[src/rtl/mux2_rr_stream_arb.sv]
// Two-channel valid/ready round-robin arbiter with burst limit and one output register.
// Define MUX2_ARB_STATS_EN to add 16-bit per-channel accepted-beat counters (beats0/beats1).
module mux2_rr_stream_arb #(
    parameter int WIDTH     = 8,
    parameter int MAX_BURST = 4
) (
    input  logic             clk,
    input  logic             rst,
    input  logic             in0_valid,
    input  logic [WIDTH-1:0] in0_data,
    output logic             in0_ready,
    input  logic             in1_valid,
    input  logic [WIDTH-1:0] in1_data,
    output logic             in1_ready,
    output logic             sel,
    output logic             out_valid,
    output logic [WIDTH-1:0] out_data,
    output logic             out_src,
    input  logic             out_ready
`ifdef MUX2_ARB_STATS_EN
    ,
    output logic [15:0]      beats0,
    output logic [15:0]      beats1
`endif
);

    localparam int CW = $clog2(MAX_BURST + 1);
    localparam logic [CW-1:0] CNT_MAX = CW'(MAX_BURST);

    logic          cur;
    logic          cur_nxt;
    logic [CW-1:0] cnt;
    logic [CW-1:0] cnt_nxt;
    logic          pick;
    logic          pick_valid;
    logic          load;
    logic          accept;

    // Arbitration state register
    always_ff @(posedge clk or posedge rst) begin
        if (rst) begin
            cur <= 1'b0;
            cnt <= '0;
        end else begin
            cur <= cur_nxt;
            cnt <= cnt_nxt;
        end
    end

    // Pick, handshake and select
    always_comb begin
        load = ~out_valid | out_ready;
        unique case ({in1_valid, in0_valid})
            2'b01:   pick = 1'b0;
            2'b10:   pick = 1'b1;
            2'b11:   pick = (cnt < CNT_MAX) ? cur : ~cur;
            default: pick = cur;
        endcase
        pick_valid = pick ? in1_valid : in0_valid;
        // Readies stay low while reset is held
        accept     = ~rst & load & pick_valid;
        in0_ready  = ~rst & load & ~pick;
        in1_ready  = ~rst & load & pick;
        sel        = pick;
    end

    // Owner and burst count; count saturates instead of wrapping
    always_comb begin
        cur_nxt = cur;
        cnt_nxt = cnt;
        if (accept) begin
            if (pick == cur) begin
                if (cnt != CNT_MAX)
                    cnt_nxt = cnt + 1'b1;
            end else begin
                cur_nxt = pick;
                cnt_nxt = CW'(1);
            end
        end
    end

    // Output register: a drain and a new load may happen on the same edge
    always_ff @(posedge clk or posedge rst) begin
        if (rst) begin
            out_valid <= 1'b0;
            out_data  <= '0;
            out_src   <= 1'b0;
        end else if (load) begin
            out_valid <= accept;
            if (accept) begin
                out_data <= pick ? in1_data : in0_data;
                out_src  <= pick;
            end
        end
    end

`ifdef MUX2_ARB_STATS_EN
    always_ff @(posedge clk or posedge rst) begin
        if (rst) begin
            beats0 <= '0;
            beats1 <= '0;
        end else if (accept) begin
            if (pick)
                beats1 <= beats1 + 16'd1;
            else
                beats0 <= beats0 + 16'd1;
        end
    end
`endif

endmodule
[config.mk]
export PLATFORM = sky130hd
export DESIGN_NAME = mux2_rr_stream_arb
export DESIGN_NICKNAME = d
export VERILOG_FILES = /design/src/rtl/mux2_rr_stream_arb.sv
export SDC_FILE = /design/constraint.sdc
export NUM_CORES = 1
export LEC_CHECK = 0
export BUFFER_PORTS_ARGS = -buffer_cell sky130_fd_sc_hd__buf_4
export CAP_MARGIN = 20
export CELL_PAD_IN_SITES_DETAIL_PLACEMENT = 0
export CELL_PAD_IN_SITES_GLOBAL_PLACEMENT = 1
export CORE_UTILIZATION = 35
export DETAILED_ROUTE_END_ITERATION = 8
export PLACE_DENSITY = 0.87
export SLEW_MARGIN = 20
export SYNTH_ARGS = -nofsm -noshare
export SYNTH_HDL_FRONTEND = slang
export SYNTH_SLANG_ARGS = --single-unit
[constraint.sdc]
create_clock -name clk -period 4.55 [get_ports clk]
set_input_delay 0.455 -clock clk [delete_from_list [all_inputs] [get_ports clk]]
set_output_delay 0.455 -clock clk [all_outputs]
set_load 0.01 [all_outputs]
==> results of run 1 <==
[worst max-delay path: stages, from the launching register on]
cell	delay, ns
dfrtp_1	0.43
or2_1	0.27
a31oi_2	0.64
inv_1	0.12
nor2_1	0.11
buf_4	0.13
[logic make-up after synthesis]
| kind of cell | after synthesis | synth area share (%) |
|---|---|---|
| AND/OR/NAND/NOR | 22 | 13.5 |
| AO/OA/AOI/OAI | 21 | 18.5 |
| flip-flops | 14 | 46.2 |
| multiplexers | 9 | 11.9 |
| buffers and inverters | 9 | 6.60 |
| adder cells (fa/ha/maj) | 2 | 3.30 |
[registers in the layout, indices dropped and copies added (netlist names)]
register,count
cnt,3
cur,1
out_data,8
out_src,1
out_valid,1
[power groups by stage]
| stage | registers, mW | clock network (mW) | logic, mW |
|---|---|---|---|
| 2_1_floorplan | 0.202 | 0 | 0.136 |
| 3_3_place_gp | 0.194 | 0 | 0.215 |
| 3_5_place_dp | 0.197 | 0 | 0.222 |
| 4_1_cts | 0.195 | 0.0902 | 0.221 |
| 5_1_grt | 0.201 | 0.0950 | 0.245 |
| 6_report | 0.195 | 0.0866 | 0.218 |
[layout make-up]
type	instances	area [um2]
timing repair buffer	33	248
tap	27	33.8
sequential	14	350
inverter	6	22.5
clock buffer	4	36.3
fill	205	953
multi-input combinational	54	358
[cells in the final DEF, fill, tap and decap left out, types with 2 or more instances in the layout]
cell      netlist  routed
buf_4           0      33
dfrtp_1        14      14
nand2_1        10      10
mux2i_1         9       9
o21ai_1         8       8
inv_1           6       6
nor2_1          4       4
a21oi_1         3       3
clkbuf_4        0       3
nor2b_1         2       2
a211oi_1        2       2
ha_1            2       2
[worst paths after layout]
check	startpoint	to	depth (start not counted)
worst max-delay path	cnt[2]	in0_ready	5
worst min register to register	out_data[0]	out_data[0]	2
max in group asynchronous	rst	out_data[7]	2
worst max register to register	cnt[2]	out_data[5]	4
min in group clk	in0_valid	cur	2
worst min-delay path	rst	cur	2
[stage by stage]
stage                     area, um2  std cells
final                          1050        138
after global routing           1050        138
after CTS                      1050        138
after detailed placement       1010        134
after global placement         1010        134
after floorplan                 758         77
[metal layers]
metal	vias to the layer above	global-route usage, %	routed length, um
met3	0	3.46	112
met4	0	4.41	0
met2	27	25.6	724
met5	-	0	0
met1	276	17.2	672
li1	333	-	-
==> impl_metrics.yaml, run 1 <==
routing:
  vias: 636
  routed_wl_um: 1510
  ant_nets: 0
  drcViolationCount: 0
  post_drt_wl_per_cell_um: 10.9
  drtIter0Drc: 15
  dr.pass1.iters: 4
  vias_per_cell: 4.61
logic_synthesis:
  synth_fp_nets: 100
  synth_area_leaders: "dfrtp_1 (46%), mux2i_1 (12%), o21ai_1 (5.3%)"
  synthTopCellsByCount: "dfrtp_1 (14), nand2_1 (10), mux2i_1 (9), o21ai_1 (8), inv_1 (6)"
  synth_ff_type: "dfrtp_1"
  netlist_instances: 77
  synth_top_area_share_pct: 46.2
  ys_seq_elements: 14
  synth_area_leader_cell: "dfrtp_1"
  post-synth-top-count-cell: "dfrtp_1"
  synth_seq_area_share_pct: 46.2
  synth_edf_count: 0
  synthesis.area_um2: 758
  synth_cell_types: 26
  avgSynthCellArea_um2: 9.85
  synth_warnings: 0
  async_flop_share_pct: 100
timing:
  rsz0062_at_grt: "false"
  setup_violations: 0
  clock_skew_ns: 0.00367
  final.min_clock_period_ns: 2.44
  holdWs_ns: 0.237
  worstMarginPinSlew_ns: 0.757
  drv_slew: 0
  hold_viol: 0
  tns_ns: 0
  fmax_mhz: 410
  setup_ws_ns: 2.11
  fin_crit_sh_pct: 53.6
  max_slew_margin_pct: 49.4
critical_path:
  reg2reg_slack_ns: 2.72
  required_ns: 4.09
  endpoint_kind: "output pin"
  start_kind: "flop"
  worstPathArrival_ns: 1.98
  path_max_fanout: 11
  crit_type: "reg2out"
clock_tree:
  clock-sinks: 14
  cts_made_buffers: 3
  cts_hold_repair.buffers: 0
  root_buffer: "clkbuf_4"
  clk_latency_ns: 0.27
  post_cts_resized: 0
  clkSlewWorstSetupHoldPaths_ns: 0.08
  cts_buffer_depth: 2
  postCtsSetupBuffers: 0
  cts_tree: "built"
  h-tree-depth: 1
cells_and_area:
  drive_gt1_share_pct: 37.8
  areaGrowthSynthToFinish_pct: 38.3
  n_antenna_cell: 0
  nets: 135
  fin_util_pct: 52.4
status:
  status: "complete, no violations"
place:
  pre_cts_slack_ns: 2.29
  hpwl_um: 1200
  gp_congestion: 0.791
  portBuffers: 33
floorplanning:
  die_area_um2: 2360
  ios: 34
  coreArea_um2: 2000
  die_w_um: 48.5
  die_y_um: 48.5
  row_count: 16
  initial_core_util_pct: 37.9
grt:
  grt_pass1_wl_um: 2660
  grt_pass1_vias: 643
  track_usage_pct: 14.4
  antenna_found_initial: 0
  grt_start_max_net_pins: 21
  grt_overflow: 0
power_and_ir_drop:
  p_per_area_nw_per_um2: 477
  pwr-share-seq_pct: 39.0
  leakage_nw: 0.532
  power_switching_mw: 0.175
  p_comb_share_pct: 43.7
  internal_power_mw: 0.325
  switching_share_pct: 34.9
  p_total_mw: 0.500
  ir_worst_vdd_mv: 0.240
  clkPwrFrac_pct: 17.3
min_path:
  min_path_type: "in2async"
job:
  drv_cap: 0
Note: power is estimated with default switching activity, not from simulation.
==> inputs of run 2 (changes only) <==
--- a/config.mk
+++ b/config.mk
@@ -9,9 +9,9 @@
 export CAP_MARGIN = 20
 export CELL_PAD_IN_SITES_DETAIL_PLACEMENT = 0
 export CELL_PAD_IN_SITES_GLOBAL_PLACEMENT = 1
-export CORE_UTILIZATION = 35
+export CORE_UTILIZATION = 33
 export DETAILED_ROUTE_END_ITERATION = 8
-export PLACE_DENSITY = 0.87
+export PLACE_DENSITY = 0.83
 export SLEW_MARGIN = 20
 export SYNTH_ARGS = -nofsm -noshare
 export SYNTH_HDL_FRONTEND = slang
==> constraint.sdc (replaced) <==
create_clock -name clk -period 2.35 [get_ports clk]
set_input_delay 0.235 -clock clk [delete_from_list [all_inputs] [get_ports clk]]
set_output_delay 0.235 -clock clk [all_outputs]
set_load 0.01 [all_outputs]
==> run 2 against run 1 <==
  * Non-clock buffer count up 2
  * Hold slack got worse by 0.23 ns
  * Cell count up 1.4%
  * Clock power increased by 110%
  * Total power is 98% higher
  * Core utilization fell by 0.80 points
  * Via count up 3.1%
  * Combinational power increased by 100%
  * Sequential power up 92%
  * Clock skew up 0.0060 ns
  * Flip-flop and latch count is the same
  * Critical path type unchanged
  * Critical endpoint unchanged
==> impl_metrics.yaml, run 2 (synthesized netlist as in run 1, its figures left out) <==
status:
  status: "complete, no violations"
routing:
  vias: 656
  ant_nets: 0
  drtIter0Drc: 7
  post_drt_wl_per_cell_um: 12.2
  vias_per_cell: 4.69
  drcViolationCount: 0
  dr.pass1.iters: 2
  routed_wl_um: 1710
grt:
  track_usage_pct: 15.6
  grt_overflow: 0
  grt_pass1_wl_um: 2820
  grt_start_max_net_pins: 21
  antenna_found_initial: 0
  grt_pass1_vias: 683
timing:
  setup_violations: 0
  tns_ns: 0
  worstMarginPinSlew_ns: 0.543
  rsz0062_at_grt: "false"
  final.min_clock_period_ns: 1.97
  max_slew_margin_pct: 63.8
  hold_viol: 0
  clock_skew_ns: 0.00970
  drv_slew: 0
  fmax_mhz: 509
  fin_crit_sh_pct: 83.7
  holdWs_ns: 0.00459
  setup_ws_ns: 0.384
place:
  gp_congestion: 0.801
  detailed_place.area_um2: 1030
  pre_cts_slack_ns: 0.635
  hpwl_um: 1340
  place_inst: 136
  portBuffers: 33
floorplanning:
  die_w_um: 49.9
  die_y_um: 49.9
  row_count: 16
  coreArea_um2: 2060
  die_area_um2: 2490
  initial_core_util_pct: 36.8
  ios: 34
clock_tree:
  cts_tree: "built"
  postCtsSetupBuffers: 0
  cts_buffer_depth: 2
  cts_hold_repair.buffers: 0
  post_cts_resized: 0
  clk_latency_ns: 0.29
  clock-sinks: 14
  h-tree-depth: 1
  cts_made_buffers: 3
  root_buffer: "clkbuf_4"
  clkSlewWorstSetupHoldPaths_ns: 0.10
cells_and_area:
  fin_area_um2: 1060
  multiInputGateArea_um2: 358
  nets: 137
  regArea_um2: 350
  drive_gt1_share_pct: 38.9
  reg_top3: "out_data (8), cnt (3)"
  fill_cells: 202
  final_cell_mix: "buf_4 (35), dfrtp_1 (14), nand2_1 (10), mux2i_1 (9), o21ai_1 (8)"
  n_antenna_cell: 0
  final_common_cell: "buf_4"
  largest_reg_flops: 8
  stdcell_count: 140
  areaGrowthSynthToFinish_pct: 40.3
  largest_register: "out_data"
power_and_ir_drop:
  clkPwrFrac_pct: 18.0
  switching_share_pct: 35.7
  power_switching_mw: 0.353
  leakage_nw: 0.541
  p_per_area_nw_per_um2: 931
  pwr-share-seq_pct: 37.8
  internal_power_mw: 0.637
  p_comb_share_pct: 44.2
  ir_worst_vdd_mv: 0.418
critical_path:
  reg2reg_slack_ns: 0.61
  worstPathArrival_ns: 1.73
  required_ns: 2.12
  reg2regPathDepth: 5
  crit_type: "reg2out"
  path_max_fanout: 6
  r2r_start: "cnt[2]"
  r2r-end: "out_data[2]"
  endpoint_kind: "output pin"
  start_kind: "flop"
min_path:
  min_path_type: "in2async"
job:
  drv_cap: 0
## run 2: cell types whose count changed in the layout (fill, tap and decap cells not counted), sizes merged
cell / change
buf: +2
## run 2: through the flow
step / util, % / power (mW)
floorplan: - / 0.654
global placement: 49.8 / 0.803
detailed placement: 49.8 / 0.824
CTS: 51.6 / 1.00
global route: 51.6 / 1.06
finish: 51.6 / 0.990
## run 2: how the worst max path moves through the flow
stage	slack (ns)	from	end	cells past startpoint
floorplan	0.82	cnt[2]	in0_ready	5
CTS	0.37	cnt[2]	in0_ready	5
finish	0.38	cnt[2]	in0_ready	5
global placement	0.69	out_valid	cnt[1]	5
global route	0.26	cnt[2]	in0_ready	5
detailed placement	0.64	cnt[2]	out_data[2]	5
## run 2: layout make-up
| cell class | count | share of cell area (%) |
|---|---|---|
| timing repair buffer | 35 | 24.7 |
| clock buffer | 4 | 3.41 |
| inverter | 6 | 2.12 |
| tap | 27 | 3.18 |
| multi-input combinational | 54 | 33.6 |
| sequential | 14 | 32.9 |
## run 2: critical path, cell delays in order (launching register included)
cell and delay, ns:
dfrtp_1 0.45, or2_1 0.27, a31oi_2 0.37, inv_1 0.11
nor2_1 0.12, buf_4 0.13
## run 2: power by group through the flow
stage | clock network, mW | registers [mW] | logic (mW)
after global placement | 0 | 0.375 | 0.429
final | 0.178 | 0.374 | 0.437
after detailed placement | 0 | 0.380 | 0.443
after global routing | 0.195 | 0.385 | 0.482
after floorplan | 0 | 0.392 | 0.263
after CTS | 0.183 | 0.375 | 0.445
## run 2: per-layer routing
| layer | GRT usage (%) | part of all wire, % |
|---|---|---|
| met3 | 4.94 | 4.9 |
| met2 | 28.6 | 51 |
| met1 | 16.4 | 43 |
| met5 | 0 | 0 |
| met4 | 5.71 | 1.2 |
